<file path="src/rtl/source_out_pkg.sv">
// Shared types and parameter checks for the sample-source output stage.
package source_out_pkg;

  typedef enum logic [1:0] {
    IDLE,
    SEND,
    DRAIN
  } state_t;

  function automatic bit params_legal(input int depth, input int burst);
    return (depth >= 2) && ((depth & (depth - 1)) == 0) &&
           (burst >= 1) && (burst <= depth);
  endfunction

endpackage

</file>
<file path="src/rtl/source_out_fifo_mem.sv">
// Sample FIFO storage: register array, wrapping pointers and fill level.
// Writes while full are ignored here; the caller must only read when level > 0.
module source_out_fifo_mem #(
  parameter int DW    = 16,
  parameter int DEPTH = 8
) (
  input  logic                       clk,
  input  logic                       nRST,
  input  logic                       wr,
  input  logic [DW-1:0]              wr_data,
  input  logic                       rd,
  output logic [DW-1:0]              rd_data,
  output logic [$clog2(DEPTH):0]     level,
  output logic                       full
);

  localparam int AW = $clog2(DEPTH);
  localparam int LW = AW + 1;

  logic [DW-1:0] mem [DEPTH];
  logic [AW-1:0] wptr;
  logic [AW-1:0] rptr;
  logic          accept;

  assign full    = (level == LW'(DEPTH));
  assign accept  = wr && !full;
  assign rd_data = mem[rptr];

  always_ff @(posedge clk) begin
    if (accept) begin
      mem[wptr] <= wr_data;
    end
  end

  // Pointer wrap relies on DEPTH being a power of two.
  always_ff @(posedge clk or negedge nRST) begin
    if (!nRST) begin
      wptr  <= '0;
      rptr  <= '0;
      level <= '0;
    end else begin
      if (accept) begin
        wptr <= wptr + 1'b1;
      end
      if (rd) begin
        rptr <= rptr + 1'b1;
      end
      level <= level + LW'(accept) - LW'(rd);
    end
  end

endmodule

</file>
<file path="src/rtl/source_out_burst.sv">
// Output stage: drains the sample FIFO as fixed-length bursts through a stallable
// output register, with partial-burst flush, sticky overflow and a negedge valid copy.
module source_out_burst
  import source_out_pkg::*;
#(
  parameter int DW    = 16,
  parameter int DEPTH = 8,
  parameter int BURST = 4
) (
  input  logic                   clk,
  input  logic                   nRST,
  input  logic                   in_valid,
  input  logic [DW-1:0]          in_data,
  input  logic                   out_en,
  input  logic                   flush,
  input  logic                   out_stall,
  input  logic                   clr_ovf,
  output logic                   out_valid,
  output logic                   out_valid_neg,
  output logic [DW-1:0]          out_data,
  output logic [$clog2(DEPTH):0] level,
  output logic                   full,
  output logic                   overflow,
  output logic                   flush_done
);

  localparam int LW = $clog2(DEPTH) + 1;

  generate
    if (!params_legal(DEPTH, BURST)) begin : g_bad_params
      $error("source_out_burst: DEPTH must be a power of two >= 2 and 1 <= BURST <= DEPTH");
    end
  endgenerate

  state_t        state;
  state_t        state_nxt;
  logic [LW-1:0] beats;
  logic [LW-1:0] beats_nxt;
  logic          pending;
  logic          pending_nxt;
  logic          drain_end;
  logic          drain_end_nxt;
  logic          flush_done_nxt;
  logic          pop;
  logic [DW-1:0] rd_data;

  source_out_fifo_mem #(
    .DW    (DW),
    .DEPTH (DEPTH)
  ) u_mem (
    .clk     (clk),
    .nRST    (nRST),
    .wr      (in_valid),
    .wr_data (in_data),
    .rd      (pop),
    .rd_data (rd_data),
    .level   (level),
    .full    (full)
  );

  assign pop = ((state == SEND) || (state == DRAIN)) && (level != '0) &&
               (beats != '0) && (!out_valid || !out_stall);

  always_comb begin
    state_nxt      = state;
    beats_nxt      = beats;
    pending_nxt    = pending;
    drain_end_nxt  = 1'b0;
    flush_done_nxt = drain_end;

    if (flush && (state != DRAIN)) begin
      pending_nxt = 1'b1;
    end
    if (pop) begin
      beats_nxt = beats - 1'b1;
    end

    case (state)
      IDLE: begin
        if (pending && (level == '0)) begin
          pending_nxt    = 1'b0;
          flush_done_nxt = 1'b1;
        end else if (pending) begin
          state_nxt   = DRAIN;
          beats_nxt   = level;
          pending_nxt = 1'b0;
        end else if (out_en && (level >= LW'(BURST))) begin
          state_nxt = SEND;
          beats_nxt = LW'(BURST);
        end
      end
      SEND: begin
        if (pop && (beats == LW'(1))) begin
          state_nxt = IDLE;
        end
      end
      DRAIN: begin
        // Completion is announced one cycle after the final word is loaded.
        if (pop && (beats == LW'(1))) begin
          state_nxt     = IDLE;
          drain_end_nxt = 1'b1;
        end
      end
      default: begin
        state_nxt = IDLE;
      end
    endcase
  end

  always_ff @(posedge clk or negedge nRST) begin
    if (!nRST) begin
      state      <= IDLE;
      beats      <= '0;
      pending    <= 1'b0;
      drain_end  <= 1'b0;
      flush_done <= 1'b0;
      out_valid  <= 1'b0;
      out_data   <= '0;
      overflow   <= 1'b0;
    end else begin
      state      <= state_nxt;
      beats      <= beats_nxt;
      pending    <= pending_nxt;
      drain_end  <= drain_end_nxt;
      flush_done <= flush_done_nxt;
      if (pop) begin
        out_valid <= 1'b1;
        out_data  <= rd_data;
      end else if (out_valid && !out_stall) begin
        out_valid <= 1'b0;
      end
      // A dropped write wins over a same-cycle clear.
      if (in_valid && full) begin
        overflow <= 1'b1;
      end else if (clr_ovf) begin
        overflow <= 1'b0;
      end
    end
  end

  always_ff @(negedge clk or negedge nRST) begin
    if (!nRST) begin
      out_valid_neg <= 1'b0;
    end else begin
      out_valid_neg <= out_valid;
    end
  end

endmodule

</file>
<file path="config.mk">
export PLATFORM = sky130hd
export DESIGN_NAME = source_out_burst
export DESIGN_NICKNAME = d
export VERILOG_FILES = /design/src/rtl/source_out_pkg.sv /design/src/rtl/source_out_fifo_mem.sv /design/src/rtl/source_out_burst.sv
export SDC_FILE = /design/constraint.sdc
export NUM_CORES = 1
export LEC_CHECK = 0
export ABC_AREA = 0
export CORE_AREA = 2 2 113 115
export CTS_BUF_LIST = sky130_fd_sc_hd__clkbuf_4
export CTS_CLUSTER_SIZE = 12
export DETAILED_ROUTE_END_ITERATION = 8
export DIE_AREA = 0 0 115 117
export PLACE_DENSITY_LB_ADDON = 0.05
export SKIP_LAST_GASP = 1
export SYNTH_ARGS = -nofsm -noshare
export SYNTH_HDL_FRONTEND = slang
export SYNTH_SLANG_ARGS = --single-unit
</file>
<file path="constraint.sdc">
create_clock -name clk -period 2.7 [get_ports clk]
set_input_delay 0.405 -clock clk [delete_from_list [all_inputs] [get_ports clk]]
set_output_delay 0.405 -clock clk [all_outputs]
set_load 0.05 [all_outputs]
</file>
==> results of run 1 <==
==> cell families after synthesis <==
family | Yosys count | share of synthesized area
xor gates and xnor gates | 8 | 0.0105
and+or+nand+nor | 55 | 0.0434
muxes | 52 | 0.140
buffers and inverters | 27 | 0.0250
DFF | 166 | 0.721
AOI/OAI and AO/OA | 33 | 0.0331
adders and majority gates | 14 | 0.0275
==> worst max path at each step <==
stage | from | to | depth (start not counted)
floorplan | u_mem.level[2]$_DFF_PN0_ | u_mem.level[2]$_DFF_PN0_ | 11
global placement | out_stall | u_mem.level[2]$_DFF_PN0_ | 8
detailed placement | out_stall | u_mem.level[3]$_DFF_PN0_ | 9
CTS | out_valid_neg$_DFF_NN0_ | out_valid_neg | 1
global route | out_valid_neg$_DFF_NN0_ | out_valid_neg | 1
finish | out_valid_neg$_DFF_NN0_ | out_valid_neg | 1
==> per-layer routing <==
layer	vias to the layer above	share of wire	global-route usage
li1	1545	-	-
met4	0	0.021	0.0811
met1	1731	0.45	0.269
met3	17	0.034	0.0469
met5	-	0	0
met2	61	0.49	0.307
==> registers in the layout, indices dropped and copies added (netlist names) <==
name,cells
u_mem.wptr,3
u_mem.mem,128
u_mem.rptr,3
flush_done,1
out_valid_neg,1
out_data,16
drain_end,1
u_mem.level,4
beats,4
state,2
overflow,1
pending,1
out_valid,1
==> stage by stage <==
step	cells	utilization	worst slack [ns]	cell area, sq um	total power [mW]
2_1_floorplan	355	-	0.0487	6670	6.36
3_3_place_gp	562	0.601	0.369	7400	7.32
3_5_place_dp	562	0.601	0.334	7400	7.41
4_1_cts	595	0.622	-0.179	7660	8.70
5_1_grt	595	0.622	-0.171	7660	9.10
6_report	595	0.622	-0.136	7660	8.58
==> report_power, final <==
group / total (mW) / switching (mW) / leakage (nW) / internal (mW)
Clock: 1.29 / 0.820 / 0.138 / 0.471
Combinational: 3.50 / 1.96 / 1.01 / 1.54
Sequential: 3.79 / 0.443 / 1.60 / 3.35
Total: 8.58 / 3.23 / 2.75 / 5.36
==> cells in the final DEF, fill, tap and decap left out, drive strengths merged, types with 3 or more instances in the layout <==
cell type	count
a21oi	18
nor3b	4
xnor2	3
clkdlybuf4s50	44
mux4	32
nand2b	3
clkinv	8
xor2	5
dfrtp	37
buf	26
nor3	3
nand2	10
nor2	26
inv	15
ha	13
mux2i	18
edfxtp	128
clkbuf	19
==> repair_timing <==
item / 4_1_cts / 5_1_grt
gates resized for setup: 1 / 0
hold buffers: 1 / 0
setup endpoints to repair: 2 / 1
endpoints found under the hold margin: 37 / 0
==> area by class of cell <==
type,instances,share of cell area
Clock inverter,13,0.0140
Inverter,13,0.00637
Clock buffer,19,0.0186
Tap cell,150,0.0245
Sequential cell,166,0.627
Timing Repair Buffer,72,0.0867
Multi-Input combinational cell,162,0.223
==> run summary, run 1 <==
status = complete, but fails checks
failing checks = setup timing
fill count = 923
area leader, netlist = edfxtp_1
CTS tree = built
VDD IR-drop max = 0.000575 V
first-pass GRT wire length = 18.6 mm
Via density = 5.64
Slowest cell on crit path = dfrtn_1
GRT Util Overall = 0.196
layout cells sized above 1 = 0.222
Num CTS Buffers = 17
die width = 115 um
RD Place Congestion = 0.781
top cell type's share of synthesized area = 0.578
Register Area = 4800 sq um
RR Startpoint = u_mem.level[2]$_DFF_PN0_
cell count after synthesis = 355
FF-to-FF setup slack = 0.34 ns
maxcap violations = 0
IO Port Bufs = 47
CP Capture Type = output pin
die height = 117 um
Cell Pwr Density = 1120 nW/um^2
Ys Warns = 0
WL per Instance = 20.2 um
Worst EP arrival = 2.43 ns
footprint of the multi-input gates = 1710 sq um
Overflow after GRT = 0
setup TNS = -0.136 ns
root buf cell = clkbuf_4
Mapped Area = 6650 sq um
CP delay by family, top = flip-flops
Reg-to-Reg End = u_mem.level[2]$_DFF_PN0_
WP data required = 2.30 ns
Yosys reg bits = 166
Reg clk slew, reported paths = 0.13 ns
most frequent cell after synthesis = edfxtp_1
CP bufs+invs = 1
main area contributors after synthesis = edfxtp_1 (58%), dfrtp_1 (14%), mux4_2 (10%), mux2i_1 (2.7%), ha_1 (2.4%)
number of synthesized flops with an enable pin = 128
Synth Area per Inst = 18.7 sq um
Relative slew margins = 0.428
HPWL Detailed = 7.61 mm
slack of the critical path = -0.136 ns
Fin. Hold Viols = 0
path depth of the worst reg2reg path = 9
worst-margin pin slew = 0.858 ns
WHS = 0.443 ns
Commonest cells post-synth = edfxtp_1 (128), dfrtp_1 (37), mux4_2 (30)
Final Max Slew Viols = 0
RSZ-0062 raised after global routing = yes
distinct cell type count after synthesis = 49
core box area = 12300 sq um
largest net degree at the start of global routing = 39
ANT nets after route = 0
crit path cell chain = buf_12
Die ar. = 13500 sq um
top_reg_cell synth = edfxtp_1
final setup violation count = 1
Worst-Skew Late Latency = 0.56 ns
Area Growth Syn to Fin = 15.1%
Nets = 469
Initial Utilization = 0.540
overall routed net length = 12.0 mm
Vias = 3354
leakage = 2.75 nW
ys async rst share = 0.229
Min-Delay Path Class = in2async
row cnt = 41
vias in the first global route = 3344
First DRT Iteration DRCs = 160
Max H-tree Level = 4
setup repair bufs after CTS = 0
crit path launch type = flip-flop
Synth Net Count = 392
clk buf depth = 2
post-route DRC violation count = 0
Crit Path Class = reg2out
Max FO, Critical Path = 1
Worst path max stage delay = 0.45 ns
initial antenna violation count = 0
# diodes = 0
number of I/O pins = 48
CTS Sinks = 166
setup skew after layout = 0.0745 ns
Seq/Total Area, Yosys = 0.721
first-pass detailed-route iteration total = 6
(Power assumes the default switching activity.)
==> inputs of run 2 (changes only) <==
Clock period 2.7 ns to 2.6 ns, I/O delays scaled along.
==> run 2 against run 1 <==
Effect of this change: the run still ends with setup timing left; non-clock buffer count fell by 10; flip-flop and latch count did not move; largest power group unchanged; total power rose by 5.3%; clock-buffer cell count rose by 2; core utilization rose by 0.081 points; sequential power rose by 3%; clock power rose by 15%; routed wire length fell by 1.0%; global-route usage fell by 0.12 points; setup slack got worse by 0.015 ns; clock skew fell by 0.0022 ns; hold slack got worse by 0.045 ns.
==> run summary, run 2 (same netlist as run 1, synthesis figures left out) <==
sequential share of power = 0.432 (-0.010)
worst-margin pin slew = 0.865 ns (+0.00664 ns)
Clock Power Share = 0.164 (+0.014)
CP delay by family, top = flip-flops
root buf cell = clkbuf_4
setup TNS = -0.151 ns (-0.0150 ns)
VDD IR-drop max = 0.000571 V (-0.60%)
first-pass detailed-route iteration total = 7 (+1)
vias in the first global route = 3371 (+0.81%)
met1 WL = 5.34 mm (-2.5%)
leakage = 2.72 nW (-0.97%)
initial antenna violation count = 0 (unchanged)
WP data required = 2.21 ns (-0.09 ns)
GRT Util Overall = 0.195 (-0.00124)
Largest regs = u_mem.mem (128), out_data (16)
CTS Sinks = 166 (unchanged)
failing checks = setup timing
Fin. Hold Viols = 0 (unchanged)
Initial Utilization = 0.540 (unchanged)
sw power = 3.35 mW (+3.7%)
Worst-Skew Late Latency = 0.55 ns (about the same)
Max FO, Critical Path = 1 (unchanged)
maxcap violations = 0 (unchanged)
HPWL Detailed = 6.86 mm (-9.9%)
Final Max Slew Viols = 0 (unchanged)
IO Port Bufs = 47 (unchanged)
internal power = 5.69 mW (+6.3%)
setup slack at placement = 0.249 ns (-0.0854 ns)
Design Area, Final = 7670 sq um (+0.13%)
Die ar. = 13500 sq um (unchanged)
fill count = 892 (-3.4%)
commonest non-fill, non-tap cells in the layout = edfxtp_1 (128), clkdlybuf4s50_1 (44), dfrtp_1 (33)
Vias = 3286 (-2.0%)
Cell Pwr Density = 1180 nW/um^2 (+5.2%)
max FFs per register = 128 (unchanged)
WL per Instance = 20.3 um (+0.66%)
setup repair bufs after CTS = 0 (unchanged)
CP Depth = 1 (unchanged)
setup skew after layout = 0.0723 ns (-0.00215 ns)
Hold Path Cell Cnt = 3
row cnt = 41 (unchanged)
crit path cell chain = buf_12
# diodes = 0 (unchanged)
Min-Delay Path Class = in2reg
Overflow after GRT = 0 (unchanged)
CP Capture Type = output pin
core box area = 12300 sq um (unchanged)
Max H-tree Level = 4 (unchanged)
post-route DRC violation count = 0 (unchanged)
number of I/O pins = 48 (unchanged)
Num CTS Buffers = 17 (unchanged)
die height = 117 um (unchanged)
RD Place Congestion = 0.750 (-3.9%)
largest net degree at the start of global routing = 39 (unchanged)
layout cells sized above 1 = 0.209 (-0.0133)
first-pass GRT wire length = 18.3 mm (-1.7%)
top layer in use = met4
footprint of the multi-input gates = 1710 sq um (unchanged)
final setup violation count = 1 (unchanged)
Worst path max stage delay = 0.44 ns (about the same)
CP bufs+invs = 1 (unchanged)
slack of the critical path = -0.151 ns (-0.0150 ns)
WL met3 = 438 um (+6.8%)
Register Area = 4800 sq um (unchanged)
CTS tree = built
Reg with most FFs = u_mem.mem
die width = 115 um (unchanged)
status = complete, but fails checks
Comb power frac = 0.404 (-0.004)
overall routed net length = 11.9 mm (-1.0%)
most common cell after layout, fill and taps aside = edfxtp_1
path depth of the worst reg2reg path = 9 (unchanged)
placed inst area = 7380 sq um (-0.34%)
Relative slew margins = 0.423 (-0.00442)
Worst EP arrival = 2.36 ns (-0.07 ns)
Nets = 459 (-2.1%)
Via density = 5.62 (-0.35%)
Area Growth Syn to Fin = 15.3%
ANT nets after route = 0 (unchanged)
metal2 WL = 5.93 mm (+0.58%)
Slowest cell on crit path = dfrtn_1
Crit Path Class = reg2out
Tot Pwr = 9.04 mW (+5.3%)
First DRT Iteration DRCs = 178 (+11%)
WHS = 0.398 ns (-0.0448 ns)
Reg clk slew, reported paths = 0.12 ns (about the same)
RSZ-0062 raised after global routing = yes
clk buf depth = 2 (unchanged)
switching share of power = 0.370 (-0.00573)
crit path launch type = flip-flop
run 2: cell count changes in the layout (fill, tap and decap cells not counted):
cell / delta
inv_1: -1
clkbuf_4: +2
clkinv_1: -1
inv_2: +1
clkinv_4: +2
clkinv_2: -3
buf_12: +4
buf_4: -14
bufinv_16: +1
inv_6: -1
run 2: timing repair:
item	CTS	global route
setup endpoints to repair	2	1
hold buffers	1	0
hold endpoints to repair	37	0
cloned	0	0
gates resized for setup	1	0
run 2: worst paths after layout:
check / to / slack, ns / start
worst min-delay path: pending$_DFF_PN0_ / 0.40 / flush
min in group asynchronous: out_data[0]$_DFFE_PN0N_ / 0.45 / nRST
worst min register to register: flush_done$_DFF_PN0_ / 0.47 / drain_end$_DFF_PN0_
max in group asynchronous: out_valid_neg$_DFF_NN0_ / 1.08 / nRST
worst max register to register: u_mem.level[2]$_DFF_PN0_ / 0.30 / state[0]$_DFFE_PN0P_
worst max-delay path: out_valid_neg / -0.15 / out_valid_neg$_DFF_NN0_
run 2: layout make-up:
cell class / instances / share of cell area
multi-input combinational: 162 / 0.223
sequential: 166 / 0.626
tap: 150 / 0.0245
clock buffer: 21 / 0.0206
clock inverter: 11 / 0.0166
inverter: 13 / 0.00636
timing repair buffer: 62 / 0.0834
run 2: layer usage:
layer	vias to the layer above	global-route usage
li1	1516	-
met1	1682	0.252
met2	71	0.320
met3	17	0.0494
met4	0	0.0811
met5	-	0
run 2: tightest hold or removal path, stage by stage:
cell and delay (ns):
clkdlybuf4s50_1 0.40, nand2_1 0.05, o21ai_0 0.07
run 2: metrics by stage:
step                      cells  utilization
after floorplan             355            -
after global placement      552        0.599
after global routing        585        0.623
after detailed placement    552        0.599
final                       585        0.623
after CTS                   585        0.623
run 2: power groups by stage:
stage | Sequential, mW | Combinational, mW | Clock, mW
finish | 3.91 | 3.65 | 1.48
global placement | 3.95 | 3.63 | 0
floorplan | 4.38 | 2.23 | 0
global route | 3.98 | 3.99 | 1.63
detailed placement | 3.98 | 3.70 | 0
CTS | 3.92 | 3.71 | 1.53
==> inputs of run 3 (changes only) <==
--- a/config.mk
+++ b/config.mk
@@ -13,4 +13,5 @@
 export DIE_AREA = 0 0 115 117
 export PLACE_DENSITY_LB_ADDON = 0.05
+export SETUP_SLACK_MARGIN = 0.15
 export SKIP_LAST_GASP = 1
 export SYNTH_ARGS = -nofsm -noshare
==> constraint.sdc (replaced) <==
create_clock -name clk -period 2.6 [get_ports clk]
set_input_delay 0.39 -clock clk [delete_from_list [all_inputs] [get_ports clk]]
set_output_delay 0.39 -clock clk [all_outputs]
set_load 0.02 [all_outputs]
==> run 3 against run 2 <==
Effect of this change: the run still ends with setup timing left; hold slack lost 0.0067 ns; combinational power down 8.5%; final area increased by 1.2%; flip-flop and latch count unchanged; clock skew is essentially flat; clock power grew 14%; sequential share of layout area down 0.77 points; core utilization is 0.76 points higher; critical path type unchanged; first-iteration DRC count is 12% higher.
==> run summary, run 3 (same netlist as run 1, synthesis figures left out) <==
WP data required = 2.21 ns (about the same)
RSZ-0062 raised after global routing = yes
Cell Pwr Density = 1140 nW/um^2 (-3.2%)
First DRT Iteration DRCs = 200 (+12%)
setup skew after layout = 0.0727 ns (+0.000429 ns)
failing checks = setup timing
slack of the critical path = -0.0916 ns (+0.0592 ns)
Relative slew margins = 0.454 (+0.0304)
worst-margin pin slew = 0.819 ns (-0.0457 ns)
overall routed net length = 11.8 mm (-0.66%)
commonest non-fill, non-tap cells in the layout = edfxtp_1 (128), clkdlybuf4s50_1 (44), dfrtp_1 (34)
maxcap violations = 0 (unchanged)
root buf cell = clkbuf_4
first-pass detailed-route iteration total = 4 (-3)
Vias = 3305 (+0.58%)
RD Place Congestion = 0.763 (+1.7%)
ANT nets after route = 0 (unchanged)
Final Max Slew Viols = 0 (unchanged)
Worst-Skew Late Latency = 0.55 ns (about the same)
Largest regs = u_mem.mem (128), out_data (16)
placed inst area = 7400 sq um (+0.36%)
CP bufs+invs = 1 (unchanged)
row cnt = 41 (unchanged)
Design Area, Final = 7760 sq um (+1.2%)
die height = 117 um (unchanged)
dpl cells = 560 (+1.4%)
Worst EP arrival = 2.30 ns (-0.06 ns)
# diodes = 0 (unchanged)
crit path launch type = flip-flop
GRT Util Overall = 0.195 (-0.000241)
number of I/O pins = 48 (unchanged)
Max H-tree Level = 4 (unchanged)
initial antenna violation count = 0 (unchanged)
setup slack at placement = -0.0398 ns (-0.289 ns)
status = complete, but fails checks
IO Port Bufs = 47 (unchanged)
crit path cell chain = buf_6
die width = 115 um (unchanged)
CTS Sinks = 166 (unchanged)
CTS tree = built
Reg clk slew, reported paths = 0.13 ns (about the same)
core box area = 12300 sq um (unchanged)
Min-Delay Path Class = in2reg
metal2 WL = 6.08 mm (+2.7%)
max FFs per register = 128 (unchanged)
Worst path max stage delay = 0.41 ns (-0.03 ns)
first-pass GRT wire length = 18.3 mm (+0.19%)
Die ar. = 13500 sq um (unchanged)
Overflow after GRT = 0 (unchanged)
final setup violation count = 1 (unchanged)
most common cell after layout, fill and taps aside = edfxtp_1
HPWL Detailed = 7.32 mm (+6.7%)
Reg with most FFs = u_mem.mem
vias in the first global route = 3370 (-0.030%)
largest net degree at the start of global routing = 39 (unchanged)
Nets = 469 (+2.2%)
Area Growth Syn to Fin = 16.7%
CP delay by family, top = flip-flops
WL met3 = 335 um (-24%)
clk buf depth = 2 (unchanged)
Num CTS Buffers = 17 (unchanged)
Final Core Density = 0.631 (+0.00762)
Crit Path Class = reg2out
VDD IR-drop max = 0.000504 V (-12%)
Fin. Hold Viols = 0 (unchanged)
Max FO, Critical Path = 1 (unchanged)
top layer in use = met4
Slowest cell on crit path = dfrtn_1
Via density = 5.55 (-1.1%)
non-filler cells, final = 595 (+1.7%)
WL per Instance = 19.9 um (-2.3%)
post-route DRC violation count = 0 (unchanged)
Initial Utilization = 0.540 (unchanged)
layout cells sized above 1 = 0.229 (+0.0200)
met1 WL = 5.25 mm (-1.6%)
leakage = 2.80 nW (+2.7%)
CP Capture Type = output pin
[run 3: changes by cell type in the layout (fill, tap and decap cells not counted), moves of 2 or more]
cell and delta:
buf_4 +12, inv_6 +3, bufinv_16 +2, buf_12 -3, clkbuf_4 -2
[run 3: path summary, 6_finish.rpt]
path,from,to,slack (ns),cells past startpoint
worst max-delay path,out_valid_neg$_DFF_NN0_,out_valid_neg,-0.09,1
worst min-delay path,flush,pending$_DFF_PN0_,0.39,3
worst max register to register,state[0]$_DFFE_PN0P_,u_mem.level[3]$_DFF_PN0_,0.31,10
worst min register to register,drain_end$_DFF_PN0_,flush_done$_DFF_PN0_,0.48,1
max in group asynchronous,nRST,out_valid_neg$_DFF_NN0_,1.08,2
min in group asynchronous,nRST,out_data[11]$_DFFE_PN0N_,0.44,3
[run 3: timing repair]
| item | in CTS | in global routing |
|---|---|---|
| endpoints found under the setup margin | 2 | 2 |
| gates resized for setup | 6 | 1 |
| buffers inserted | 0 | 2 |
| hold buffers | 1 | 0 |
| hold endpoints to repair | 37 | 0 |
[run 3: power breakdown]
group          total (mW)  switching (mW)  internal, mW
registers            3.83           0.357          3.48
clock network        1.68           0.885         0.800
logic                3.34            1.72          1.63
total                8.86            2.96          5.90
[run 3: metal layers]
layer  vias up  track usage
met3        12       0.0469
met5         -            0
met1      1713        0.251
met2        50        0.322
met4         0       0.0795
li1       1530            -
[run 3: cell type report]
class / instances / area (sq um)
well taps: 150 / 188
flip-flops and latches: 166 / 4800
fillers: 893 / 4550
clock buffers: 19 / 143
inverters: 13 / 48.8
multi-input cells: 162 / 1710
clock inverters: 13 / 194
repair buffers: 72 / 681
[run 3: stage by stage]
step / power [mW] / hold WS (ns) / setup TNS, ns
after floorplan: 6.22 / 0.0944 / 0
final: 8.86 / 0.391 / -0.0916
after detailed placement: 7.27 / 0.452 / -0.0398
after global routing: 9.43 / 0.379 / -0.154
after CTS: 8.96 / 0.337 / -0.135
after global placement: 7.19 / 0.433 / -0.0505
